[src/rtl/reg_file_16x16_if.sv]
// reg_file_16x16_if: operand read / write-back bus of the 16x16 register file.
//   master : execute/decode side; drives indices, write enable and data.
//   slave  : register file; returns both operands and the R0-write flag.
// Signals:
//   src_reg1/src_reg2  read indices (rs, rt)
//   dst_reg, write_reg, dst_data  write-back port (rd)
//   src_data1/src_data2  read data
//   wr_r0_err  sticky flag, set when R0 was the write target
interface reg_file_16x16_if #(
    parameter int DATA_W = 16,
    parameter int ADDR_W = 4
);
    logic [ADDR_W-1:0] src_reg1;
    logic [ADDR_W-1:0] src_reg2;
    logic [ADDR_W-1:0] dst_reg;
    logic              write_reg;
    logic [DATA_W-1:0] dst_data;
    logic [DATA_W-1:0] src_data1;
    logic [DATA_W-1:0] src_data2;
    logic              wr_r0_err;

    modport master (
        output src_reg1, src_reg2, dst_reg, write_reg, dst_data,
        input  src_data1, src_data2, wr_r0_err
    );

    modport slave (
        input  src_reg1, src_reg2, dst_reg, write_reg, dst_data,
        output src_data1, src_data2, wr_r0_err
    );
endinterface

[src/rtl/reg_file_16x16.sv]
// reg_file_16x16: architectural register file feeding the execute stage.
// NUM_REGS x DATA_W registers, R0 hardwired to zero, two combinational read
// ports, one synchronous write port. A write aimed at R0 is dropped and
// latches wr_r0_err until reset.
// Ports:
//   clk    rising-edge clock
//   rst_n  asynchronous active-low reset; clears every register and the flag
//   rf     reg_file_16x16_if.slave (read indices/data, write port, flag)
// Build option:
//   REGFILE_BYPASS_EN  when defined, a same-cycle write to a read index is
//                      forwarded to that read port combinationally; otherwise
//                      reads show stored contents only.
module reg_file_16x16 #(
    parameter int DATA_W   = 16,
    parameter int NUM_REGS = 16,
    parameter int ADDR_W   = 4
) (
    input  logic              clk,
    input  logic              rst_n,
    reg_file_16x16_if.slave   rf
);

    generate
        if (ADDR_W != $clog2(NUM_REGS)) begin : g_bad_cfg
            $error("reg_file_16x16: ADDR_W must equal clog2(NUM_REGS)");
        end
    endgenerate

    // R0 has no storage; index 0 is decoded to zero on the read side.
    logic [DATA_W-1:0] regs [1:NUM_REGS-1];
    logic              wr_r0_err_q;

    logic wr_en;
    assign wr_en = rf.write_reg && (rf.dst_reg != '0);

    always_ff @(posedge clk or negedge rst_n) begin
        if (!rst_n) begin
            for (int i = 1; i < NUM_REGS; i++) regs[i] <= '0;
        end else begin
            for (int i = 1; i < NUM_REGS; i++)
                if (wr_en && rf.dst_reg == ADDR_W'(i)) regs[i] <= rf.dst_data;
        end
    end

    always_ff @(posedge clk or negedge rst_n) begin
        if (!rst_n)
            wr_r0_err_q <= 1'b0;
        else if (rf.write_reg && rf.dst_reg == '0)
            wr_r0_err_q <= 1'b1;
    end

    assign rf.wr_r0_err = wr_r0_err_q;

    // Stored-value read mux; index 0 falls through to zero.
    logic [DATA_W-1:0] rd1, rd2;
    always_comb begin
        rd1 = '0;
        rd2 = '0;
        for (int i = 1; i < NUM_REGS; i++) begin
            if (rf.src_reg1 == ADDR_W'(i)) rd1 = regs[i];
            if (rf.src_reg2 == ADDR_W'(i)) rd2 = regs[i];
        end
    end

`ifdef REGFILE_BYPASS_EN
    // wr_en already excludes R0, so index 0 is never forwarded.
    always_comb begin
        rf.src_data1 = rd1;
        rf.src_data2 = rd2;
        if (wr_en && rf.dst_reg == rf.src_reg1) rf.src_data1 = rf.dst_data;
        if (wr_en && rf.dst_reg == rf.src_reg2) rf.src_data2 = rf.dst_data;
    end
`else
    always_comb begin
        rf.src_data1 = rd1;
        rf.src_data2 = rd2;
    end
`endif

endmodule

[src/flat_wrapper.sv]
// flat-port wrapper written by rule: the top's interface ports become plain ports
module reg_file_16x16_flat 
#(
    parameter int DATA_W   = 16,
    parameter int NUM_REGS = 16,
    parameter int ADDR_W   = 4
)
  (clk, rst_n, rf_src_reg1, rf_src_reg2, rf_dst_reg, rf_write_reg, rf_dst_data, rf_src_data1, rf_src_data2, rf_wr_r0_err);
  reg_file_16x16_if #(.DATA_W(DATA_W), .ADDR_W(ADDR_W)) rf_i ();
  input  logic clk;
  input  logic rst_n;
  input wire logic [$bits(rf_i.src_reg1)-1:0] rf_src_reg1;
  input wire logic [$bits(rf_i.src_reg2)-1:0] rf_src_reg2;
  input wire logic [$bits(rf_i.dst_reg)-1:0] rf_dst_reg;
  input wire logic [$bits(rf_i.write_reg)-1:0] rf_write_reg;
  input wire logic [$bits(rf_i.dst_data)-1:0] rf_dst_data;
  output wire logic [$bits(rf_i.src_data1)-1:0] rf_src_data1;
  output wire logic [$bits(rf_i.src_data2)-1:0] rf_src_data2;
  output wire logic [$bits(rf_i.wr_r0_err)-1:0] rf_wr_r0_err;
  assign rf_i.src_reg1 = rf_src_reg1;
  assign rf_i.src_reg2 = rf_src_reg2;
  assign rf_i.dst_reg = rf_dst_reg;
  assign rf_i.write_reg = rf_write_reg;
  assign rf_i.dst_data = rf_dst_data;
  assign rf_src_data1 = rf_i.src_data1;
  assign rf_src_data2 = rf_i.src_data2;
  assign rf_wr_r0_err = rf_i.wr_r0_err;
  reg_file_16x16 #(.DATA_W(DATA_W), .NUM_REGS(NUM_REGS), .ADDR_W(ADDR_W)) u_core (.clk(clk), .rst_n(rst_n), .rf(rf_i));
endmodule
[config.mk]
export PLATFORM = sky130hd
export DESIGN_NAME = reg_file_16x16_flat
export DESIGN_NICKNAME = d
export VERILOG_FILES = /design/src/rtl/reg_file_16x16_if.sv /design/src/rtl/reg_file_16x16.sv /design/src/flat_wrapper.sv
export SDC_FILE = /design/constraint.sdc
export NUM_CORES = 1
export LEC_CHECK = 0
export CORE_ASPECT_RATIO = 1.25
export CORE_MARGIN = 2
export CORE_UTILIZATION = 45
export CTS_CLUSTER_SIZE = 25
export DETAILED_ROUTE_END_ITERATION = 12
export SETUP_SLACK_MARGIN = 0.4
export SLEW_MARGIN = 20
export SYNTH_ARGS = -nofsm -noshare
export SYNTH_HDL_FRONTEND = slang
export SYNTH_SLANG_ARGS = --single-unit
[constraint.sdc]
create_clock -name clk -period 4.9 [get_ports clk]
set_input_delay 0.98 -clock clk [delete_from_list [all_inputs] [get_ports clk]]
set_output_delay 0.98 -clock clk [all_outputs]
set_load 0.005 [all_outputs]
==> results of run 1 <==
## state kept, by name (all words and copies together) (netlist names)
name / flops
u_core.regs: 240
u_core.rf.wr_r0_err: 1
## cells in the mapped netlist (all sizes together), types with 17 or more instances
cell	n	area share, %
o221ai	18	1.1
mux4	18	2.9
nor3	18	0.71
clkbuf	33	0.88
dfrtp	241	43
nand2b	19	0.84
o21ai	69	2.4
nand2	51	1.4
nor2b	26	1.2
mux2	276	22
mux2i	44	3.1
a221oi	19	1.2
a21oi	54	1.9
nor2	59	1.6
o22ai	17	0.75
buf	83	3.7
## worst max-delay path: cells and delay by family
family | cells | cell delay [ns]
compound gates | 4 | 0.71
buf+inv | 3 | 1.11
simple gates | 1 | 0.59
## worst max path at each step
stage / from / end / slack, ns
6_report: rf_src_reg2[0] / rf_src_data2[4] / 0.49
5_1_grt: rf_src_reg2[3] / rf_src_data2[15] / 0.39
4_1_cts: rf_src_reg2[2] / rf_src_data2[11] / 0.50
3_5_place_dp: rf_src_reg1[2] / rf_src_data1[7] / 0.36
3_3_place_gp: rf_src_reg1[2] / rf_src_data1[7] / 0.31
2_1_floorplan: rf_src_reg2[0] / rf_src_data2[10] / 1.75
## cells in the final DEF, fill, tap and decap left out, types with 6 or more instances in the layout
cell,n
dfrtp_1,241
clkdlybuf4s50_1,55
a22o_1,11
nor3_1,16
o22a_1,8
a31oi_1,6
mux4_2,18
o22ai_1,17
o221ai_1,18
a311o_1,6
buf_4,84
a32oi_1,6
a221o_1,10
clkbuf_16,27
mux2_1,29
o21ai_0,68
nand2_1,50
nor2b_1,22
a21oi_1,54
nand3_1,12
mux2_2,247
or3_1,7
nor2_1,49
a221oi_1,19
nand3b_1,7
a21boi_0,6
o211ai_1,16
mux2i_1,44
nand2b_1,19
inv_1,7
a211oi_1,16
clkinv_2,6
nor2_2,7
o2bb2ai_1,8
a22oi_1,16
o32ai_1,10
## final cells by class
type	instances	area, um2	share of cell area [%]
multi-input cells	886	7430	45.9
flip-flops and latches	241	6030	37.2
repair buffers	149	1320	8.13
clock buffers	36	759	4.69
well taps	407	509	3.15
clock inverters	9	98.8	0.610
inverters	12	45.0	0.278
## power by group
group          internal (W)  leakage [nW]  switching [W]
combinational      0.000823          3.25       0.000667
clock               0.00118         0.429       0.000843
sequential          0.00246          2.95       0.000436
total               0.00446          6.63        0.00195
## stage by stage
step | util (%) | area (um2) | worst slack, ns | hold slack [ns] | power [W]
5_1_grt | 52.4 | 16200 | 0.387 | 0.479 | 0.00667
2_1_floorplan | - | 14100 | 1.75 | 0.451 | 0.00377
6_report | 52.4 | 16200 | 0.490 | 0.462 | 0.00641
3_3_place_gp | 49.6 | 15300 | 0.307 | 0.446 | 0.00436
3_5_place_dp | 49.6 | 15300 | 0.355 | 0.448 | 0.00438
4_1_cts | 52.4 | 16200 | 0.504 | 0.463 | 0.00640
## kinds of logic (layout without fill, tap and decap cells)
group,after synthesis,in the layout,synth area share [%]
muxes,338,338,28.0
AOI/OAI and AO/OA,329,329,16.4
DFF,241,241,42.7
and+or+nand+nor,219,219,7.86
buffers and inverters,128,206,4.94
## per-layer routing
metal	up-vias	routed length (um)	global-route usage [%]	share of wire [%]
met3	122	3880	4.08	7.7
met4	0	2350	14.0	4.6
li1	4894	-	-	-
met2	578	24200	50.5	48
met1	5930	20100	41.4	40
met5	-	0	0	0
## what timing repair did
action,CTS,global route
hold endpoints to repair,0,0
hold buffers,0,0
gates resized for setup,2,1
endpoints found under the setup margin,5,4
==> results.sh, run 1 <==
export IMPL_outcome="completed"
export IMPL_crit_path_end_kind="output port"
export IMPL_antenna_found_initial=0
export IMPL_drive_above_1_share_pct=31.9
export IMPL_die_area_um2=32800
export IMPL_fp_dieH_um=202
export IMPL_min_to="u_core.rf.wr_r0_err"
export IMPL_fp_row_count=72
export IMPL_synth_avg_cell_area_um2=11.2
export IMPL_fin_cells=1740
export IMPL_root_buffer="clkbuf_16"
export IMPL_synth_area_um2=14100
export IMPL_synthDistinctLibCells=69
export IMPL_num_antenna_cells=0
export IMPL_finalSetupViolCount=0
export IMPL_synthArstFlopShare_pct=100
export IMPL_crit_path_max_fanout=31
export IMPL_cp_cell_sequence="buf_4 -> nor2b_1 -> buf_4 -> a22o_1 -> a21oi_1 -> o221ai_1 -> a22o_1 -> clkdlybuf4s50_1"
export IMPL_critPathLaunchType="primary input"
export IMPL_fin_skew_ns=0
export IMPL_crit_required_ns=3.92
export IMPL_drc=0
export IMPL_synth_edf_count=0
export IMPL_slowest_stage="nor2b_1"
export IMPL_drt_pass1_iter_count=5
export IMPL_rsz0062_at_grt="yes"
export IMPL_max_slew_worst_pin_slew_ns=0.938
export IMPL_dr_total_vias=11500
export IMPL_slowest_delay_ns=0.59
export IMPL_grt_max_degree=116
export IMPL_cts_tree="built"
export IMPL_cts_buffer_depth=3
export IMPL_p_leak_nw=6.63
export IMPL_fp_coreArea_um2=30900
export IMPL_start_util_pct=45.7
export IMPL_synthCells=1255
export IMPL_port_buffers=63
export IMPL_min_from="u_core.rf.wr_r0_err"
export IMPL_worstSetupPathType="primary input to output port"
export IMPL_track_usage_pct=31.0
export IMPL_powerDensity_nw_per_um2=396
export IMPL_die_w_um=162
export IMPL_fmax_ghz=0.227
export IMPL_dp_cells=1695
export IMPL_initialDrtViolationCount=1095
export IMPL_wl_per_cell_um=29.0
export IMPL_clock_sinks=241
export IMPL_hold_depth=1
export IMPL_gp_congestion=0.972
export IMPL_path_clk_slew_ns=0.06
export IMPL_grt_pass1_vias=11600
export IMPL_final_setup_tns_ns=0
export IMPL_dp_hpwl_um=34400
export IMPL_nets=1347
export IMPL_htree_levels=1
export IMPL_slew_headroom_pct=37.5
export IMPL_hold_violations=0
export IMPL_syn2layout_area_growth_pct=14.7
export IMPL_slew_violations=0
export IMPL_cp_arrival_ns=3.43
export IMPL_fill_cells=2740
export IMPL_min_period_over_period_pct=90.0
export IMPL_yosys_warnings=0
export IMPL_r2r_setup_slack_ns=4.04
export IMPL_viasPerCell=6.62
export IMPL_clk_latency_ns=0.55
export IMPL_hold_path_class="register to register"
export IMPL_synth_seq_area_share_pct=42.7
export IMPL_fin_crit_ns=4.41
export IMPL_syn_num_nets=1286
export IMPL_ant_nets=0
export IMPL_wl_um=50500
export IMPL_post_cts_buffers=0
export IMPL_grt_first_pass_wirelength_um=75900
export IMPL_top_level_ports=64
export IMPL_yosys_most_used_dff="dfrtp_1"
export IMPL_r2r_start="u_core.regs[86]"
export IMPL_ys_seq_elements=241
export IMPL_numCtsBuffers=26
export IMPL_maxCapViolCount=0
export IMPL_overflow=0
export IMPL_vdd_drop_max_mv=0.300
export IMPL_r2r_end="u_core.regs[86]"
export IMPL_r2r_cells=1
Power figures use the tool's default switching activity.
==> run 2: changes to the inputs <==
--- a/config.mk
+++ b/config.mk
@@ -5,7 +5,7 @@
 export SDC_FILE = /design/constraint.sdc
 export NUM_CORES = 1
 export LEC_CHECK = 0
-export CORE_ASPECT_RATIO = 1.25
+export CORE_ASPECT_RATIO = 2
 export CORE_MARGIN = 2
 export CORE_UTILIZATION = 45
 export CTS_CLUSTER_SIZE = 25
==> results.sh, run 2 (same netlist as run 1, synthesis figures left out) <==
export IMPL_outcome="completed"
export IMPL_power_w=0.00641
export IMPL_vdd_drop_max_mv=0.312
export IMPL_grt_pass1_vias=11900
export IMPL_max_slew_worst_pin_slew_ns=0.930
export IMPL_wl_per_cell_um=30.3
export IMPL_start_util_pct=45.7
export IMPL_gp_congestion=0.972
export IMPL_internal_power_w=0.00447
export IMPL_drt_pass1_iter_count=5
export IMPL_track_usage_pct=32.5
export IMPL_clock_sinks=241
export IMPL_regMostFlops="u_core.regs"
export IMPL_num_antenna_cells=0
export IMPL_slowest_delay_ns=0.53
export IMPL_fp_dieH_um=254
export IMPL_overflow=0
export IMPL_antenna_found_initial=0
export IMPL_slew_violations=0
export IMPL_wl_um=53300
export IMPL_dpl_instance_area_um2=15400
export IMPL_p_comb_share_pct=24.0
export IMPL_finalSetupViolCount=0
export IMPL_root_buffer="clkbuf_16"
export IMPL_clk_latency_ns=0.55
export IMPL_htree_levels=1
export IMPL_dr_total_vias=11800
export IMPL_worstSetupPathType="primary input to output port"
export IMPL_cts_buffer_depth=3
export IMPL_grt_first_pass_wirelength_um=78100
export IMPL_cp_cell_sequence="buf_4 -> clkinv_1 -> buf_4 -> nor2_1 -> o211ai_1 -> nand3_1 -> clkdlybuf4s50_1"
export IMPL_crit_path_end_kind="output port"
export IMPL_viasPerCell=6.69
export IMPL_port_buffers=63
export IMPL_final_cell_mix="mux2_2, dfrtp_1, buf_4"
export IMPL_fin_util_pct=52.7
export IMPL_final_setup_tns_ns=0
export IMPL_switchingPower_w=0.00195
export IMPL_rsz0062_at_grt="no"
export IMPL_fill_cells=2755
export IMPL_maxCapViolCount=0
export IMPL_powerDensity_nw_per_um2=394
export IMPL_fmax_ghz=0.225
export IMPL_clkPwrFrac_pct=31.2
export IMPL_crit_required_ns=3.92
export IMPL_fp_row_count=91
export IMPL_critPathMostFrequentCell="buf_4"
export IMPL_die_w_um=129
export IMPL_initialDrtViolationCount=1172
export IMPL_fin_crit_ns=4.45
export IMPL_grt_max_degree=107
export IMPL_largest_reg_flops=240
export IMPL_swShare_pct=30.4
export IMPL_fin_cells=1761
export IMPL_final_common_cell="mux2_2"
export IMPL_dp_cells=1716
export IMPL_drc=0
export IMPL_ant_nets=0
export IMPL_numCtsBuffers=24
export IMPL_hold_path_class="primary input to asynchronous set/reset pin"
export IMPL_fp_coreArea_um2=30900
export IMPL_cp_arrival_ns=3.47
export IMPL_crit_path_max_fanout=18
export IMPL_stdcell_area_um2=16300
export IMPL_top_level_ports=64
export IMPL_min_period_over_period_pct=90.7
export IMPL_drive_above_1_share_pct=32.7
export IMPL_critPathLaunchType="primary input"
export IMPL_p_leak_nw=6.68
export IMPL_cts_tree="built"
export IMPL_path_clk_slew_ns=0.06
export IMPL_dp_hpwl_um=37100
export IMPL_seq_power_share_pct=44.8
export IMPL_nets=1357
export IMPL_fin_skew_ns=0
export IMPL_syn2layout_area_growth_pct=15.3
export IMPL_die_area_um2=32900
export IMPL_slew_headroom_pct=38.0
export IMPL_hold_violations=0
export IMPL_slowest_stage="clkinv_1"
==> run 2: what timing repair did <==
item / in CTS / in global routing
endpoints found under the hold margin: 0 / 0
pin swaps: 0 / 0
resized for setup: 2 / 7
setup buffers: 0 / 2
hold buffers: 0 / 0
setup endpoints to repair: 4 / 9
==> run 2: layout make-up <==
class | count | area [um2] | area share [%]
Clock buffer | 36 | 727 | 4.47
Clock inverter | 7 | 113 | 0.692
Inverter | 12 | 45.0 | 0.277
Multi-Input combinational cell | 886 | 7430 | 45.7
Sequential cell | 241 | 6030 | 37.1
Tap cell | 418 | 523 | 3.21
Timing Repair Buffer | 161 | 1400 | 8.58
==> run 2: final timing paths <==
| path | startpoint | end | slack (ns) | cells past startpoint |
|---|---|---|---|---|
| worst max-delay path | rf_src_reg1[0] | rf_src_data1[12] | 0.45 | 7 |
| worst min-delay path | rst_n | u_core.regs[16] | 0.43 | 1 |
| worst max register to register | u_core.regs[161] | u_core.regs[161] | 4.02 | 1 |
| worst min register to register | u_core.rf.wr_r0_err | u_core.rf.wr_r0_err | 0.47 | 1 |
| max in group asynchronous | rst_n | u_core.regs[12] | 3.35 | 2 |
| min in group clk | u_core.rf.wr_r0_err | u_core.rf.wr_r0_err | 0.47 | 1 |
==> run 2: power groups by stage <==
| stage | combinational (W) | clock, W | sequential, W |
|---|---|---|---|
| 6_report | 0.00154 | 0.00200 | 0.00287 |
| 4_1_cts | 0.00153 | 0.00203 | 0.00285 |
| 3_3_place_gp | 0.00150 | 0 | 0.00287 |
| 2_1_floorplan | 0.00103 | 0 | 0.00273 |
| 5_1_grt | 0.00164 | 0.00210 | 0.00292 |
| 3_5_place_dp | 0.00152 | 0 | 0.00289 |
==> run 2: stage by stage <==
step / hold slack, ns / setup slack [ns]
3_5_place_dp: 0.456 / 0.352
3_3_place_gp: 0.445 / 0.310
5_1_grt: 0.489 / 0.412
4_1_cts: 0.475 / 0.433
6_report: 0.431 / 0.454
2_1_floorplan: 0.451 / 1.75
==> run 2: worst max-delay path: cells and delay by family <==
family / cells / cell delay (ns)
AOI/OAI and AO/OA: 1 / 0.26
buffers and inverters: 4 / 1.66
and+or+nand+nor: 2 / 0.55
==> run 2: metal layers <==
layer / global-route usage, % / share of wire, % / up-vias
li1: - / - / 4901
met3: 4.41 / 6.3 / 221
met5: 0 / 0 / -
met1: 37.5 / 35 / 6029
met2: 55.3 / 50 / 633
met4: 22.4 / 8.3 / 0
==> run 3: changes to the inputs <==
==> constraint.sdc (replaced) <==
create_clock -name clk -period 4.02 [get_ports clk]
set_input_delay 0.804 -clock clk [delete_from_list [all_inputs] [get_ports clk]]
set_output_delay 0.804 -clock clk [all_outputs]
set_load 0.005 [all_outputs]
==> results.sh, run 3 (same netlist as run 1, synthesis figures left out) <==
export IMPL_die_w_um=129
export IMPL_overflow=0
export IMPL_switchingPower_w=0.00249
export IMPL_crit_required_ns=3.22
export IMPL_regMostFlops="u_core.regs"
export IMPL_fin_skew_ns=0
export IMPL_slew_headroom_pct=42.7
export IMPL_cp_arrival_ns=3.04
export IMPL_ant_nets=0
export IMPL_internal_power_w=0.00550
export IMPL_drc=0
export IMPL_clock_sinks=241
export IMPL_maxCapViolCount=0
export IMPL_grt_max_degree=83
export IMPL_p_comb_share_pct=25.4
export IMPL_seq_power_share_pct=44.0
export IMPL_fill_cells=2709
export IMPL_grt_first_pass_wirelength_um=82300
export IMPL_numCtsBuffers=25
export IMPL_place_ws_ns=-0.158
export IMPL_viasPerCell=6.56
export IMPL_cts_buffer_depth=3
export IMPL_vdd_drop_max_mv=0.346
export IMPL_clk_latency_ns=0.54
export IMPL_fp_row_count=91
export IMPL_timing_hold_ws_ns=0.255
export IMPL_path_clk_slew_ns=0.06
export IMPL_outcome="completed"
export IMPL_worstSetupPathType="primary input to output port"
export IMPL_track_usage_pct=34.5
export IMPL_syn2layout_area_growth_pct=23.5
export IMPL_drt_pass1_iter_count=5
export IMPL_largest_reg_flops=240
export IMPL_rsz0062_at_grt="yes"
export IMPL_start_util_pct=45.7
export IMPL_hold_path_class="primary input to asynchronous set/reset pin"
export IMPL_num_antenna_cells=0
export IMPL_drive_above_1_share_pct=39.5
export IMPL_port_buffers=63
export IMPL_fmax_ghz=0.260
export IMPL_root_buffer="clkbuf_16"
export IMPL_crit_path_max_fanout=13
export IMPL_min_period_over_period_pct=95.7
export IMPL_worst_slack_ns=0.171
export IMPL_gp_congestion=0.991
export IMPL_initialDrtViolationCount=941
export IMPL_wl_um=55800
export IMPL_fp_dieH_um=254
export IMPL_max_slew_worst_pin_slew_ns=0.857
export IMPL_p_leak_nw=7.35
export IMPL_wl_per_cell_um=30.3
export IMPL_hold_violations=0
export IMPL_grt_pass1_vias=12600
export IMPL_fp_coreArea_um2=30900
export IMPL_critPathLaunchType="primary input"
export IMPL_slew_violations=0
export IMPL_antenna_found_initial=0
export IMPL_crit_path_end_kind="output port"
export IMPL_dp_hpwl_um=39500
export IMPL_hold_buffers=0
export IMPL_nets=1435
export IMPL_final_cell_mix="mux2_2, dfrtp_1, buf_4"
export IMPL_finalSetupViolCount=0
export IMPL_htree_levels=1
export IMPL_final_common_cell="mux2_2"
export IMPL_final_setup_tns_ns=0
export IMPL_clkPwrFrac_pct=30.6
export IMPL_top_level_ports=64
export IMPL_swShare_pct=31.1
export IMPL_fin_crit_ns=3.85
export IMPL_die_area_um2=32900
export IMPL_fin_util_pct=56.5
export IMPL_cts_tree="built"
export IMPL_powerDensity_nw_per_um2=458
export IMPL_dr_total_vias=12100
## run 3: changes by cell type in the layout (fill, tap and decap cells not counted), moves of 9 or more
cell,before,now
buf_12,4,13
buf_4,97,143
buf_6,0,18
clkdlybuf4s50_1,54,31
dlygate4sd2_1,0,19
## run 3: area by class of cell
cell class | count | area [um2] | area share [%]
timing repair buffer | 238 | 2270 | 13.0
clock inverter | 11 | 138 | 0.790
multi-input combinational | 886 | 7720 | 44.3
tap | 418 | 523 | 3.00
sequential | 241 | 6030 | 34.6
clock buffer | 34 | 699 | 4.01
inverter | 12 | 50.0 | 0.287
## run 3: path summary, 6_finish.rpt
path                                     startpoint                  end  slack [ns]  cells past startpoint
min in group clk                u_core.rf.wr_r0_err  u_core.rf.wr_r0_err        0.46                      1
worst min register to register  u_core.rf.wr_r0_err  u_core.rf.wr_r0_err        0.46                      1
worst max register to register      u_core.regs[56]      u_core.regs[56]        3.16                      1
max in group asynchronous                     rst_n      u_core.regs[66]        2.90                      2
worst max-delay path                 rf_src_reg1[0]      rf_src_data1[1]        0.17                      7
worst min-delay path                          rst_n      u_core.regs[48]        0.26                      1
## run 3: critical path, stage by stage
cell	delay [ns]
buf_4	0.24
clkinv_1	0.25
buf_4	0.24
a221oi_2	0.51
o32ai_2	0.21
a21oi_1	0.22
clkdlybuf4s50_1	0.55
## run 3: per-layer routing
metal	global-route usage (%)	up-vias	part of all wire, %
li1	-	5065	-
met1	38.0	6184	35
met2	59.4	561	50
met3	4.49	253	5.6
met4	26.1	0	9.3
met5	0	-	0
## run 3: timing repair
item | in CTS | in global routing
endpoints found under the hold margin | 0 | 0
setup endpoints to repair | 31 | 19
setup buffers | 18 | 6
gates cloned | 2 | 1
gates resized for setup | 92 | 30
pin swaps | 24 | 8
## run 3: power by group through the flow
| stage | Combinational (W) | Sequential, W | Clock, W |
|---|---|---|---|
| 5_1_grt | 0.00216 | 0.00357 | 0.00254 |
| 2_1_floorplan | 0.00126 | 0.00333 | 0 |
| 3_5_place_dp | 0.00192 | 0.00353 | 0 |
| 3_3_place_gp | 0.00188 | 0.00351 | 0 |
| 4_1_cts | 0.00199 | 0.00349 | 0.00247 |
| 6_report | 0.00202 | 0.00352 | 0.00245 |
## run 3: stage by stage
step                      std cells  cell area, um2  total power [W]
after global routing           1840           17400          0.00827
after detailed placement       1768           15900          0.00545
after floorplan                1255           14100          0.00459
after CTS                      1833           17200          0.00795
after global placement         1768           15900          0.00539
final                          1840           17400          0.00799
